### src/rtl/time_display_scan.sv
`default_nettype none
// ============================================================================
// Module      : time_display_scan
// Description : Captures hr/min/sec from the 1 Hz domain, converts each field
//               to BCD and multiplexes hh.mm.ss onto six 7-segment digits.
// Revision    : 1.0 - initial release
// ============================================================================
module time_display_scan #(
    parameter int CLK_HZ     = 100_000_000,
    parameter int REFRESH_HZ = 1000,
    parameter int ACTIVE_LOW = 1
) (
    input  logic       clk,
    input  logic       rst,
    input  logic [5:0] sec,
    input  logic [5:0] min,
    input  logic [4:0] hr,
    input  logic       blank,
    output logic [5:0] an,
    output logic [6:0] seg,
    output logic       dp
);

    localparam int               c_div     = CLK_HZ / REFRESH_HZ;
    localparam int               c_cnt_w   = (c_div > 2) ? $clog2(c_div) : 1;
    localparam logic [c_cnt_w-1:0] c_cnt_max = c_cnt_w'(c_div - 1);
    localparam logic             c_inv     = (ACTIVE_LOW != 0);
    localparam logic [3:0]       c_dash    = 4'hA;
    localparam logic [3:0]       c_off     = 4'hF;

    logic [16:0]        r_s1;
    logic [16:0]        r_s2;
    logic [16:0]        r_shadow;
    logic [c_cnt_w-1:0] r_cnt;
    logic [2:0]         r_idx;
    logic               w_tick;

    logic [7:0]         w_sec_bcd;
    logic [7:0]         w_min_bcd;
    logic [7:0]         w_hr_bcd;
    logic               w_sec_bad;
    logic               w_min_bad;
    logic               w_hr_bad;
    logic [3:0]         w_digit;
    logic [5:0]         w_an;
    logic [6:0]         w_seg;
    logic               w_dp;

    // Value/10 and value%10 by repeated compare-and-subtract (max 63 -> 6 steps).
    function automatic logic [7:0] to_bcd(input logic [5:0] v);
        logic [5:0] rem;
        logic [3:0] tens;
        rem  = v;
        tens = 4'd0;
        for (int i = 0; i < 6; i++) begin
            if (rem >= 6'd10) begin
                rem  = rem - 6'd10;
                tens = tens + 4'd1;
            end
        end
        return {tens, 4'(rem)};
    endfunction

    function automatic logic [6:0] seg_code(input logic [3:0] d);
        logic [6:0] code;
        case (d)
            4'd0:    code = 7'h3F;
            4'd1:    code = 7'h06;
            4'd2:    code = 7'h5B;
            4'd3:    code = 7'h4F;
            4'd4:    code = 7'h66;
            4'd5:    code = 7'h6D;
            4'd6:    code = 7'h7D;
            4'd7:    code = 7'h07;
            4'd8:    code = 7'h7F;
            4'd9:    code = 7'h6F;
            c_dash:  code = 7'h40;
            default: code = 7'h00;
        endcase
        return code;
    endfunction

    // Two-flop capture; shadow only accepts a value seen identically twice.
    always_ff @(posedge clk or posedge rst) begin
        if (rst) begin
            r_s1     <= 17'd0;
            r_s2     <= 17'd0;
            r_shadow <= 17'd0;
        end else begin
            r_s1 <= {hr, min, sec};
            r_s2 <= r_s1;
            if (r_s1 == r_s2) begin
                r_shadow <= r_s2;
            end
        end
    end

    assign w_tick = (r_cnt == c_cnt_max);

    always_ff @(posedge clk or posedge rst) begin
        if (rst) begin
            r_cnt <= '0;
        end else if (w_tick) begin
            r_cnt <= '0;
        end else begin
            r_cnt <= r_cnt + 1'b1;
        end
    end

    always_ff @(posedge clk or posedge rst) begin
        if (rst) begin
            r_idx <= 3'd0;
        end else if (r_idx > 3'd5) begin
            r_idx <= 3'd0;
        end else if (w_tick) begin
            r_idx <= (r_idx == 3'd5) ? 3'd0 : r_idx + 3'd1;
        end
    end

    always_comb begin
        w_sec_bcd = to_bcd(r_shadow[5:0]);
        w_min_bcd = to_bcd(r_shadow[11:6]);
        w_hr_bcd  = to_bcd({1'b0, r_shadow[16:12]});
        w_sec_bad = (r_shadow[5:0]   > 6'd59);
        w_min_bad = (r_shadow[11:6]  > 6'd59);
        w_hr_bad  = (r_shadow[16:12] > 5'd23);

        w_digit = c_off;
        case (r_idx)
            3'd0:    w_digit = w_sec_bad ? c_dash : w_sec_bcd[3:0];
            3'd1:    w_digit = w_sec_bad ? c_dash : w_sec_bcd[7:4];
            3'd2:    w_digit = w_min_bad ? c_dash : w_min_bcd[3:0];
            3'd3:    w_digit = w_min_bad ? c_dash : w_min_bcd[7:4];
            3'd4:    w_digit = w_hr_bad  ? c_dash : w_hr_bcd[3:0];
            3'd5:    w_digit = w_hr_bad  ? c_dash : w_hr_bcd[7:4];
            default: w_digit = c_off;
        endcase

        w_an  = 6'b000001 << r_idx;
        w_seg = seg_code(w_digit);
        w_dp  = (r_idx == 3'd2) || (r_idx == 3'd4);
        if (blank) begin
            w_an  = 6'd0;
            w_seg = 7'd0;
            w_dp  = 1'b0;
        end
    end

    always_ff @(posedge clk or posedge rst) begin
        if (rst) begin
            an  <= {6{c_inv}};
            seg <= {7{c_inv}};
            dp  <= c_inv;
        end else begin
            an  <= w_an  ^ {6{c_inv}};
            seg <= w_seg ^ {7{c_inv}};
            dp  <= w_dp  ^ c_inv;
        end
    end

endmodule
`default_nettype wire

### config.mk
export PLATFORM = sky130hd
export DESIGN_NAME = time_display_scan
export DESIGN_NICKNAME = d
export VERILOG_FILES = /design/src/rtl/time_display_scan.sv
export SDC_FILE = /design/constraint.sdc
export NUM_CORES = 1
export LEC_CHECK = 0
export BUFFER_PORTS_ARGS = -buffer_cell sky130_fd_sc_hd__buf_2
export CAP_MARGIN = 20
export CORE_ASPECT_RATIO = 0.5
export CORE_MARGIN = 2
export CORE_UTILIZATION = 50
export DETAILED_ROUTE_END_ITERATION = 10
export PLACE_DENSITY = 0.74
export SYNTH_ARGS = -nofsm -noshare
export SYNTH_HDL_FRONTEND = slang
export SYNTH_SLANG_ARGS = --single-unit
export TNS_END_PERCENT = 1
### constraint.sdc
create_clock -name clk -period 8.8 [get_ports clk]
set_input_delay 0.88 -clock clk [delete_from_list [all_inputs] [get_ports clk]]
set_output_delay 0.88 -clock clk [all_outputs]
set_load 0.02 [all_outputs]
Word level (Yosys, flattened, before mapping):

Memory sizes are Yosys's and may differ from the RTL's.
Index checks and enable logic that the tools add are counted.

* add/sub/neg operators: 35
* magnitude comparators: 22
* equal/unequal tests: 7
* shift-type cells: 1
* muxes and demuxes: 50
* bitwise gates (word level): 3
* reductions and logical operators: 3

Operators by type and width (number)
* $ge A6 B4 Y1 const B: 17
* $mux W4: 24
* $mux W6: 16
* $sub A6 B4 Y6 const B: 14
* $add A4 B1 Y4 const B: 15
* $pmux W4 S6: 1
* $add A17 B1 Y17 const B: 1
* $eq A17 B17 Y1: 1
* $eq A17 B17 Y1 const B: 1
* $mux W17: 1
* $gt A6 B6 Y1 const B: 2
* $sub A4 B4 Y4 const B: 3
* $mux W3: 3
* $mux W7: 1
* $not A7 Y7: 1
* $eq A3 B2 Y1 const B: 2
* $eq A3 B3 Y1 const B: 2
* $not A6 Y6: 1
* $shl A1 B3 Y6 const A: 1
* $sub A5 B4 Y6 const B: 1
* $ge A5 B4 Y1 const B: 1
* $gt A5 B5 Y1 const B: 1
* $mux W1: 4
* $add A3 B1 Y3 const B: 1
* other kinds (6): 6

* register bits after elaboration: 85
* bits in read-only memories: 112
* input port bits: 20
* word-level logic and storage cells: 130
* memories kept: 1

Memories
* (no name shown): depth 16, bits a word 7, read ports 1, clocked after Yosys merged registers in 0, wr ports 0, line 66 `case (d)`

Depth between registers and ports, before layout:

Gate-level depths: netlist (run 1).
An unclocked memory read counts as a cell.

* depth in word-level cells: 17
* gate-level depth with buffers: 46
* depth with buffers taken out: 45

Worst setup path after synthesis (run 1):

No wires, ideal clock.

* path type: register to register
* start point: register r_shadow[8]
* end point: register seg[3]
* arrival: 8.383 ns
* data required time: 8.722 ns
* slack: 0.338 ns
* cell stages (with the launch flop): 44
* period minus slack after synthesis: 8.462 ns
* cell sequence: dfrtp_1 buf_6 inv_1 ha_1 nor2b_1 nor2_1 o21ai_0 nor2_1 a21oi_1 inv_1 ha_1 nor2b_1 o21ai_1 and3_1 buf_4 xnor2_2 inv_1 ha_1 [... 8 more ...] a41oi_2 nand2_2 mux2_2 ha_1 nor2b_1 a21oi_1 a32oi_1 nor3b_2 mux2_2 ha_1 mux2_4 o21ai_2 nand2_1 nor4_4 inv_1 ha_1 nand3b_1 a31o_1

* word-level cells in the longest chain between the ends: 17
* elaborated cells between the ends (all ways): 36
* those cells by class: 11 x add/sub; 7 x order compare; 16 x mux; 1 x bitwise; 1 x memory

Ends and longest elaborated chain
* start, declared: line 33 `logic [16:0] r_shadow;`
* start signal, assigned: line 93 `r_shadow <= r_s2;`
* $sub A6 B4 Y6 / $ge A6 B4 Y1 (equally long branches): line 57, 56
* $mux W6 / $mux W1 (equally long branches): line 56 `if (rem >= 6'd10) begin`
* $sub A6 B4 Y6 (tied with other cells): line 57 `rem = rem - 6'd10;`
* $mux W6 / $mux W4 (equally long branches): line 56
* $sub A6 B4 Y6 (tied with other cells): line 57
* $mux W6 / $mux W4 (equally long branches): line 56
* $sub A6 B4 Y6 (tied with other cells): line 57
* $mux W6 / $mux W4 (equally long branches): line 56
* $sub A6 B4 Y6 (tied with other cells): line 57
* $mux W6 / $mux W4 (equally long branches): line 56
* $ge A6 B4 Y1 (tied with other cells): line 56
* $mux W4: line 56
* $mux W4 (on tied branches): line 133, 132
* $pmux W4 S6 (*): line 129 `case (r_idx)`
* $mem_v2 Z16 W7 (*)
* $mux W7 (*): line 142 `if (blank) begin`
* $not A7 Y7 (no line) (*)
* end signal, assigned: line 152 `seg <= {7{c_inv}};`
* end signal, assigned: line 156 `seg <= w_seg ^ {7{c_inv}};`
* end, declared: line 20 `output logic [6:0] seg,`

Mark *: on every way between the ends. The rest lies on a longest branch, timed or not.
A chain may end at the register's enable or synchronous reset.

Final worst setup path (run 1):

* start point: register r_shadow[14]
* end point: register seg[3]

* word-level cells in the longest chain between the ends: 17
* elaborated cells between the ends (all ways): 36
* those cells by class: 11 x add/sub; 7 x order compare; 16 x mux; 1 x bitwise; 1 x memory

Ends and longest elaborated chain (line)
* $sub A5 B4 Y6 / $ge A5 B4 Y1 (equally long branches): 57, 56
* $mux W6 / $mux W1 (equally long branches): 56
* $sub A6 B4 Y6 (tied with other cells): 57
* $mux W6 / $mux W4 (equally long branches): 56
* $sub A6 B4 Y6 (tied with other cells): 57
* $mux W6 / $mux W4 (equally long branches): 56
* $sub A6 B4 Y6 (tied with other cells): 57
* $mux W6 / $mux W4 (equally long branches): 56
* $sub A6 B4 Y6 (tied with other cells): 57
* $mux W6 / $mux W4 (equally long branches): 56
* $ge A6 B4 Y1 (tied with other cells): 56
* $mux W4: 56
* $mux W4 (on tied branches): 135, 134
* $pmux W4 S6 (*): 129
* $mem_v2 Z16 W7 (*)
* $mux W7 (*): 142
* $not A7 Y7 (no line) (*)

Marks and branches as above.

==> summary.txt, run 1 <==
Worst setup path
  – Worst Setup EP: seg[3]
  – Worst Reg-to-Reg Cells: 41
  – Max incr delay on CP: 410 ps
  – Critical path launch point type: flip-flop
  – Buffers and inverters on the worst path: 4
  – Crit path depth: 41
  – Crit path from: r_shadow[14]
  – Max stage delay cell, worst path: a2111oi_4
  – R2R setup slack: 430 ps
  – Worst path most repeated cell: ha_1
  – Max Fanout on Critical Path: 7
  – FF-to-FF End: seg[3]
  – Crit path arrival time: 8650 ps
  – CP Capture Type: flip-flop
  – WP data required: 9080 ps
  – RR Startpoint: r_shadow[14]
  – Crit path max-delay family: simple AND/OR/NAND/NOR gates
  – Worst setup path class: reg -> reg

Finish
  – Commonest non-fill, non-tap cell in the layout: nand2_1
  – Area grow syn2layout: 13.0%
  – Diodes inserted: 0
  – Final nets: 1086
  – Final Non-Filler Cells: 1253
  – Share of cells above drive strength 1: 19.2%
  – Commonest non-fill, non-tap cells in the layout: nand2_1 (87), dfrtp_1 (69), nor2_1 (65)
  – Fin util: 57.3%

Placed design
  – Final Wtd Congestion: 0.919
  – Detail Placement HPWL: 15.8 mm
  – PortBufs: 33
  – Placed cell count: 1226

Timing
  – Worst Skew: 9.35 ps
  – Final Hold Vio Count: 0
  – Max-slew headroom: 42.3%
  – Final setup viols: 0
  – Hold slack: 390 ps
  – Worst slew pin tran: 860 ps
  – Fmax: 119 MHz
  – Fin crit share: 95.1%
  – Post-route minimum period: 8370 ps
  – Final Slew Violations: 0
  – Setup tns final: 0 ps

Drt
  – Metal-1 WL: 9.89 mm
  – Drt drc: 0
  – Vias/cell: 6.16
  – Top routing layer used: met4
  – Routed wl met2: 9.88 mm
  – Drt pass-1 iters: 5
  – Wire length on met3: 1.04 mm
  – Drt total wl: 21.3 mm
  – Avg WL per Cell: 17.0 um
  – Final ANT Viol Nets: 0
  – Drt first-iter violations: 478
  – Detailed-route via count: 7715

Synth
  – Main synth FF type: dfrtp_1
  – Post-Synthesis Cells: 977
  – Syn nets: 1042
  – Sequential fraction of the synthesis area: 26.1%
  – FFs w/ async S/R, synth: 100%
  – Seq cells post-synth: 85
  – Post-synthesis cell area: 8230 um^2
  – Post-synth EDFFs: 0
  – Synth cell types: 103
  – Mean post-synth cell area: 8.42 um^2
  – Synth warnings: 0

Global route
  – Vias in the first global route: 7071
  – GRT overflow: 0
  – Antenna violations before repair: 0
  – GRT Overall Usage: 23.8%
  – Largest net degree at the start of global routing: 57
  – First-pass GRT wire length: 34.1 mm

Floorplanning
  – Die Ht: 94.7 um
  – Starting density of the core: 50.7%
  – Core Area: 16200 um^2
  – I/O pin count: 34
  – DIE WIDTH: 185 um
  – Die area: 17600 um^2
  – Rows: 33

Clock tree
  – H-Tree Depth: 3
  – CTS tree: built
  – Clock buffer count from CTS: 9
  – Clk_lat worst skew: 350 ps
  – CTS Root Cell: clkbuf_16
  – Max clock buf depth: 2
  – Clock transition at the registers of the reported paths: 70 ps
  – Num Clock Sinks: 85

Min path
  – Hold path depth: 0
  – Hold Path Class: reg -> reg

Pwr
  – Maximum vdd ir drop: 0.102 mV
  – Leakage power total: 3.93 nW
  – Pwr Density: 90.0 nW/um^2
  – Pwr Total: 0.837 mW

Run status
  – Run status: finished, final reports clean

Run
  – Max-cap violation count: 0
where the power goes:
part           leakage (nW)  switching [mW]  internal [mW]
Combinational          2.74          0.0198         0.0114
Clock                 0.152           0.171          0.227
Sequential             1.04         0.00623          0.402
cell type report:
class | instances | area (um^2)
sequential | 85 | 2150
fill | 1407 | 6930
multi-input combinational | 817 | 5980
inverter | 40 | 151
timing repair buffer | 68 | 428
clock inverter | 6 | 78.8
tap | 227 | 284
clock buffer | 10 | 229
stage by stage:
stage,instance area [um^2],setup WS (ps)
floorplan,8230,338
global placement,8700,-80.2
detailed placement,8700,-202
CTS,9040,53.9
global route,9300,-169
finish,9300,430
sequential cells by signal, summed over array words and instances (netlist names):
register,flops
r_idx,3
r_shadow,17
r_s2,17
an,6
dp,1
seg,7
r_cnt,17
r_s1,17
worst min-delay path by stage:
stage / from / end / slack (ps)
final: r_s1[1] / r_s2[1] / 390
after global routing: r_s1[8] / r_s2[8] / 410
after CTS: r_s1[6] / r_s2[6] / 390
after detailed placement: r_s1[13] / r_s2[13] / 380
after global placement: r_s1[13] / r_s2[13] / 380
after floorplan: r_s1[0] / r_s2[0] / 370
cell usage after synthesis, types with 22 or more instances:
master | n | share of area [%]
nand3_1 | 36 | 2.2
xor2_1 | 30 | 3.2
inv_1 | 40 | 1.8
ha_1 | 45 | 6.8
o21ai_0 | 45 | 2.7
nor3_1 | 22 | 1.3
xnor2_1 | 36 | 3.8
a21oi_1 | 53 | 3.2
nor2_1 | 65 | 3.0
nor2b_1 | 22 | 1.7
nand2_1 | 88 | 4.0
dfrtp_1 | 71 | 22
repair_timing:
action	4_1_cts	5_1_grt
hold endpoints to repair	0	0
gates resized for setup	7	40
endpoints found under the setup margin	7	7
gates cloned	0	1
hold buffers	0	0
setup buffers	1	9
pin swaps	1	7
logic make-up after synthesis:
group | after synthesis | synth area share, %
AO/OA/AOI/OAI | 298 | 26.9
flip-flops | 85 | 26.1
multiplexers | 36 | 4.91
buffers and inverters | 76 | 3.98
XOR/XNOR | 67 | 7.22
adder cells (fa/ha/maj) | 45 | 6.84
AND/OR/NAND/NOR | 370 | 24.1
metal layers:
metal	GRT usage, %	vias to the layer above
li1	-	3748
met1	32.2	3657
met4	6.35	0
met3	3.78	54
met2	39.9	256
met5	0	-
Note: power is estimated with default switching activity, not from simulation.
==> inputs of run 2 (changes only) <==
--- a/config.mk
+++ b/config.mk
@@ -11,7 +11,7 @@
 export CORE_MARGIN = 2
 export CORE_UTILIZATION = 50
 export DETAILED_ROUTE_END_ITERATION = 10
-export PLACE_DENSITY = 0.74
+export PLACE_DENSITY = 0.72
 export SYNTH_ARGS = -nofsm -noshare
 export SYNTH_HDL_FRONTEND = slang
 export SYNTH_SLANG_ARGS = --single-unit
==> constraint.sdc (replaced) <==
create_clock -name clk -period 8.2 [get_ports clk]
set_input_delay 0.82 -clock clk [delete_from_list [all_inputs] [get_ports clk]]
set_output_delay 0.82 -clock clk [all_outputs]
set_load 0.1 [all_outputs]
==> run 2 against run 1 <==
Net effect: clock-buffer cell count decreased by 1; non-clock buffer count increased by 48; critical path depth increased by 2; via count increased by 3.0%.
==> summary.txt, run 2 (same netlist as run 1, synthesis figures left out) <==
Run status
  – Run status: finished, final reports clean

Clock tree
  – CTS Root Cell: clkbuf_16
  – Clock buffer count from CTS: 9 (unchanged)
  – Max clock buf depth: 2 (unchanged)
  – CTS tree: built
  – Hold_buf cts: 0 (unchanged)
  – Num Clock Sinks: 85 (unchanged)
  – Clk_lat worst skew: 350 ps (about the same)
  – Clock transition at the registers of the reported paths: 80 ps (about the same)
  – H-Tree Depth: 3 (unchanged)

Min path
  – Hold path depth: 0 (unchanged)
  – Hold Path Class: reg -> reg
  – Hold_sp: r_s1[7]
  – WHS Endpoint: r_s2[7]

Worst setup path
  – Worst setup path class: reg -> reg
  – Max stage delay cell, worst path: dfrtp_1
  – RR Startpoint: r_shadow[8]
  – Buffers and inverters on the worst path: 6 (+2)
  – CP Capture Type: flip-flop
  – R2R setup slack: 180 ps (-250 ps)
  – Crit path arrival time: 8300 ps (-350 ps)
  – Crit path max-delay family: simple AND/OR/NAND/NOR gates
  – Worst Reg-to-Reg Cells: 43 (+4.9%)
  – FF-to-FF End: seg[3]
  – Max Fanout on Critical Path: 7 (unchanged)
  – WP data required: 8480 ps (-600 ps)
  – Worst path most repeated cell: ha_1
  – Critical path launch point type: flip-flop
  – Max incr delay on CP: 400 ps (about the same)

Drt
  – Drt total wl: 22.1 mm (+3.8%)
  – Avg WL per Cell: 17.0 um (about the same)
  – Final ANT Viol Nets: 0 (unchanged)
  – Detailed-route via count: 7943 (+3.0%)
  – Drt first-iter violations: 589 (+23%)
  – Drt pass-1 iters: 5 (unchanged)
  – Drt drc: 0 (unchanged)
  – Vias/cell: 6.11 (-0.77%)

Placed design
  – Placed cell area: 8890 um^2 (+2.3%)
  – PortBufs: 33 (unchanged)
  – Detail Placement HPWL: 15.8 mm (-0.17%)
  – Final Wtd Congestion: 0.949 (+3.2%)
  – Placed cell count: 1251 (+2.0%)

Timing
  – Post-route minimum period: 8020 ps (-351 ps)
  – Worst slew pin tran: 877 ps (+17.1 ps)
  – Final Hold Vio Count: 0 (unchanged)
  – Worst Skew: 15.6 ps (+6.28 ps)
  – Max-slew headroom: 41.1% (-1.2 points)
  – Fmax: 125 MHz (+4.4%)
  – Final Slew Violations: 0 (unchanged)
  – Fin crit share: 97.8% (+2.7 points)
  – Final setup viols: 0 (unchanged)

Finish
  – Final Cell Area: 9870 um^2 (+6.2%)
  – Share of cells above drive strength 1: 26.2% (+7.0 points)
  – Diodes inserted: 0 (unchanged)
  – Final nets: 1133 (+4.3%)
  – Commonest non-fill, non-tap cells in the layout: nand2_1 (85), buf_4 (82), dfrtp_1 (67)
  – Final Non-Filler Cells: 1300 (+3.8%)
  – Commonest non-fill, non-tap cell in the layout: nand2_1
  – # fillers: 1327 (-5.7%)
  – Area grow syn2layout: 19.9%

Global route
  – Vias in the first global route: 7280 (+3.0%)
  – GRT Overall Usage: 24.5% (+0.67 points)
  – Antenna violations before repair: 0 (unchanged)
  – Largest net degree at the start of global routing: 66 (+16%)
  – First-pass GRT wire length: 35.1 mm (+2.9%)
  – GRT overflow: 0 (unchanged)

Pwr
  – Maximum vdd ir drop: 0.0917 mV (-10%)
  – Pwr Density: 91.7 nW/um^2 (+1.8%)
  – Leakage power total: 4.20 nW (+6.8%)

Floorplanning
  – Die area: 17600 um^2 (unchanged)
  – I/O pin count: 34 (unchanged)
  – Die Ht: 94.7 um (unchanged)
  – Rows: 33 (unchanged)
  – Starting density of the core: 50.7% (unchanged)
  – Core Area: 16200 um^2 (unchanged)
  – DIE WIDTH: 185 um (unchanged)

Run
  – Max-cap violation count: 0 (unchanged)
==> run 2: changes by cell type in the layout (fill, tap and decap cells not counted), moves of 3 or more <==
cell / before / now
buf_4: 35 / 82
a21oi_1: 52 / 46
a21oi_2: 2 / 8
ha_1: 45 / 42
mux2i_1: 12 / 9
nor2_1: 65 / 62
nor2_2: 1 / 4
nor2b_4: 1 / 4
==> run 2: final cells by class <==
class                           instances  area [um^2]  share of cell area [%]
Multi-Input combinational cell        816         6180                    62.7
Inverter                               40          151                    1.53
Clock inverter                          7         72.6                   0.735
Tap cell                              227          284                    2.88
Timing Repair Buffer                  116          801                    8.11
Clock buffer                            9          225                    2.28
Sequential cell                        85         2150                    21.8
==> run 2: timing repair <==
action	4_1_cts	5_1_grt
buffers inserted	6	27
hold endpoints to repair	0	0
pin swaps	4	15
gates resized for setup	15	77
endpoints found under the setup margin	7	7
==> run 2: per-layer routing <==
layer | track usage, % | up-vias | share of wire, %
li1 | - | 3824 | -
met1 | 33.4 | 3803 | 47
met2 | 40.9 | 270 | 46
met3 | 3.70 | 46 | 5.1
met4 | 6.15 | 0 | 1.8
met5 | 0 | - | 0
==> run 2: worst max path at each step <==
| stage | startpoint | endpoint | slack [ps] | depth (start not counted) |
|---|---|---|---|---|
| 2_1_floorplan | r_shadow[14] | seg[3] | 60 | 43 |
| 5_1_grt | r_shadow[8] | seg[3] | -160 | 43 |
| 3_5_place_dp | r_shadow[7] | seg[4] | -410 | 41 |
| 4_1_cts | r_shadow[8] | seg[4] | -5 | 40 |
| 6_report | r_shadow[8] | seg[3] | 180 | 43 |
| 3_3_place_gp | r_shadow[7] | seg[4] | -200 | 41 |
==> run 2: power breakdown <==
part | total, mW | internal, mW | switching (mW)
clock | 0.422 | 0.216 | 0.206
combinational | 0.0446 | 0.0126 | 0.0321
sequential | 0.438 | 0.431 | 0.00730
==> run 2: worst register-to-register path: cells and delay by family, from the launching register on <==
kind                     cells  cell delay (ps)
AO/OA/AOI/OAI               10             1600
XOR/XNOR                     2              220
adder cells (fa/ha/maj)      6             1130
buffers and inverters        6              780
flip-flops                   1              400
multiplexers                 2              630
AND/OR/NAND/NOR             17             3160
==> run 2: through the flow <==
stage          setup slack [ps]  hold slack [ps]  setup TNS (ps)  power [mW]  utilization, %
2_1_floorplan              56.3              372               0       0.476               -
3_3_place_gp               -195              377            -637       0.490            54.8
3_5_place_dp               -413              380           -2290       0.491            54.8
4_1_cts                   -5.07              397           -5.07       0.910            57.4
5_1_grt                    -164              397            -848       0.935            60.8
6_report                    181              391               0       0.905            60.8
==> inputs of run 3 (changes only) <==
--- a/config.mk
+++ b/config.mk
@@ -5,13 +5,15 @@
 export SDC_FILE = /design/constraint.sdc
 export NUM_CORES = 1
 export LEC_CHECK = 0
+export ABC_CLOCK_PERIOD_IN_PS = 8200
 export BUFFER_PORTS_ARGS = -buffer_cell sky130_fd_sc_hd__buf_2
 export CAP_MARGIN = 20
 export CORE_ASPECT_RATIO = 0.5
 export CORE_MARGIN = 2
 export CORE_UTILIZATION = 50
 export DETAILED_ROUTE_END_ITERATION = 10
-export PLACE_DENSITY = 0.72
+export MAX_ROUTING_LAYER = met4
+export PLACE_DENSITY = 0.63
 export SYNTH_ARGS = -nofsm -noshare
 export SYNTH_HDL_FRONTEND = slang
 export SYNTH_SLANG_ARGS = --single-unit
==> run 3 against run 2 <==
Net effect: largest power group unchanged; routed wire length rose by 0.53%; fmax rose by 2.0%; total power down 5.9%; critical path depth fell by 7.
==> summary.txt, run 3 (same netlist as run 1, synthesis figures left out) <==
Floorplanning
  – DIE WIDTH: 185 um (unchanged)
  – Die Ht: 94.7 um (unchanged)
  – I/O pin count: 34 (unchanged)
  – Rows: 33 (unchanged)
  – Core Area: 16200 um^2 (unchanged)
  – Die area: 17600 um^2 (unchanged)
  – Starting density of the core: 50.7% (unchanged)

Clock tree
  – Clock transition at the registers of the reported paths: 60 ps (-20 ps)
  – CTS tree: built
  – CTS Root Cell: clkbuf_16
  – Clk_lat worst skew: 340 ps (about the same)
  – H-Tree Depth: 3 (unchanged)
  – Max clock buf depth: 2 (unchanged)
  – Clock buffer count from CTS: 9 (unchanged)
  – Num Clock Sinks: 85 (unchanged)

Drt
  – Detailed-route via count: 7755 (-2.4%)
  – Final ANT Viol Nets: 0 (unchanged)
  – Vias/cell: 6.04 (-1.2%)
  – Drt first-iter violations: 539 (-8.5%)
  – Avg WL per Cell: 17.3 um (+1.8%)
  – Drt total wl: 22.2 mm (+0.53%)
  – Drt pass-1 iters: 5 (unchanged)
  – Drt drc: 0 (unchanged)

Worst setup path
  – Worst setup path class: reg -> reg
  – Max incr delay on CP: 460 ps (+60 ps)
  – Crit path arrival time: 8140 ps (-160 ps)
  – CP Capture Type: flip-flop
  – Max Fanout on Critical Path: 8 (+1)
  – WP data required: 8480 ps (about the same)
  – Worst path most repeated cell: ha_1
  – Crit path from: r_shadow[7]
  – Max stage delay cell, worst path: dfrtp_2
  – RR Startpoint: r_shadow[7]
  – Critical path launch point type: flip-flop

Pwr
  – Sequential power share: 51.6% (+3.2 points)
  – Internal Pwr Total: 0.645 mW (-2.1%)
  – Pwr Density: 87.9 nW/um^2 (-4.1%)
  – Leakage power total: 4.10 nW (-2.5%)
  – Clock power share: 43.2% (-3.4 points)
  – Switching Share: 24.2% (-3.0 points)
  – Switching pwr: 0.206 mW (-16%)
  – Pwr Total: 0.851 mW (-5.9%)
  – Comb power frac: 5.3% (+0.4 points)
  – Maximum vdd ir drop: 0.107 mV (+17%)

Timing
  – Hold slack: 394 ps (+3.33 ps)
  – Post-route minimum period: 7860 ps (-155 ps)
  – Setup tns final: 0 ps (unchanged)
  – Final Hold Vio Count: 0 (unchanged)
  – Final Slew Violations: 0 (unchanged)
  – Fmax: 127 MHz (+2.0%)
  – Max-slew headroom: 45.2% (+4.2 points)
  – Worst Skew: 7.76 ps (-7.87 ps)
  – Final setup viols: 0 (unchanged)
  – Fin crit share: 95.9% (-1.9 points)
  – Final worst slack: 336 ps (+155 ps)
  – Worst slew pin tran: 822 ps (-55.6 ps)

Finish
  – # fillers: 1442 (+8.7%)
  – Diodes inserted: 0 (unchanged)
  – Final nets: 1119 (-1.2%)
  – Register area: 2150 um^2 (about the same)
  – Share of cells above drive strength 1: 24.0% (-2.2 points)
  – Commonest non-fill, non-tap cell in the layout: nand2_1
  – Area grow syn2layout: 17.6%
  – Commonest non-fill, non-tap cells in the layout: nand2_1 (87), buf_4 (69), dfrtp_1 (66)
  – Area of the multi-input gates: 6150 um^2 (-0.55%)
  – Final Cell Area: 9680 um^2 (-1.9%)

Min path
  – Hold_sp: r_s1[16]
  – Hold Path Class: reg -> reg

Global route
  – GRT Overall Usage: 26.1% (+1.7 points)
  – GRT overflow: 0 (unchanged)
  – Largest net degree at the start of global routing: 66 (unchanged)
  – Vias in the first global route: 7116 (-2.3%)
  – First-pass GRT wire length: 35.9 mm (+2.2%)
  – Antenna violations before repair: 0 (unchanged)

Run status
  – Run status: finished, final reports clean

Placed design
  – Final Wtd Congestion: 0.929 (-2.0%)
  – Detail Placement HPWL: 16.4 mm (+3.9%)
  – Placed cell area: 8860 um^2 (-0.42%)
  – Setup WS pre-CTS: -230 ps (+183 ps)
  – PortBufs: 33 (unchanged)

Run
  – Max-cap violation count: 0 (unchanged)
-- run 3: power groups by stage --
stage	Sequential [mW]	Clock, mW	Combinational (mW)
detailed placement	0.446	0	0.0448
CTS	0.439	0.380	0.0451
finish	0.439	0.367	0.0448
global placement	0.446	0	0.0444
global route	0.440	0.394	0.0490
floorplan	0.458	0	0.0186
-- run 3: path summary, 6_finish.rpt --
| check | endpoint | slack, ps | depth (start not counted) |
|---|---|---|---|
| setup / recovery | seg[3] | 340 | 36 |
| hold / removal | r_s2[16] | 390 | 0 |
| setup reg to reg | seg[3] | 340 | 36 |
| hold reg to reg | r_s2[16] | 390 | 0 |
| max in group asynchronous | r_shadow[0] | 6570 | 3 |
| min in group asynchronous | r_cnt[4] | 440 | 2 |
-- run 3: area by class of cell --
cell class	instances	area share, %
flip-flops and latches	85	22.2
clock inverters	4	0.284
repair buffers	102	7.06
multi-input cells	816	63.6
clock buffers	10	2.37
well taps	227	2.94
inverters	40	1.56
-- run 3: repair_timing --
item,in CTS,in global routing
hold buffers,0,0
gates resized for setup,8,72
endpoints found under the setup margin,7,7
pin swaps,1,19
hold endpoints to repair,0,0
setup buffers,4,20
-- run 3: stage by stage --
stage | cells | utilization [%]
3_5_place_dp | 1246 | 54.6
5_1_grt | 1284 | 59.6
6_report | 1284 | 59.6
4_1_cts | 1264 | 56.5
3_3_place_gp | 1246 | 54.6
2_1_floorplan | 977 | -
-- run 3: per-layer routing --
| metal | global-route usage [%] | part of all wire, % | vias to the layer above |
|---|---|---|---|
| met5 | - | 0 | - |
| met4 | 5.89 | 1.2 | 0 |
| met3 | 3.16 | 4.2 | 29 |
| met2 | 40.0 | 45 | 202 |
| met1 | 37.0 | 50 | 3721 |
| li1 | - | - | 3803 |
-- run 3: critical path, delay by kind of cell (launching register included) --
kind,cells,cell delay (ps)
adders and majority gates,6,1530
AOI/OAI and AO/OA,10,1780
xor gates and xnor gates,1,130
buffers and inverters,4,480
DFF,1,460
muxes,3,1030
and+or+nand+nor,12,2400
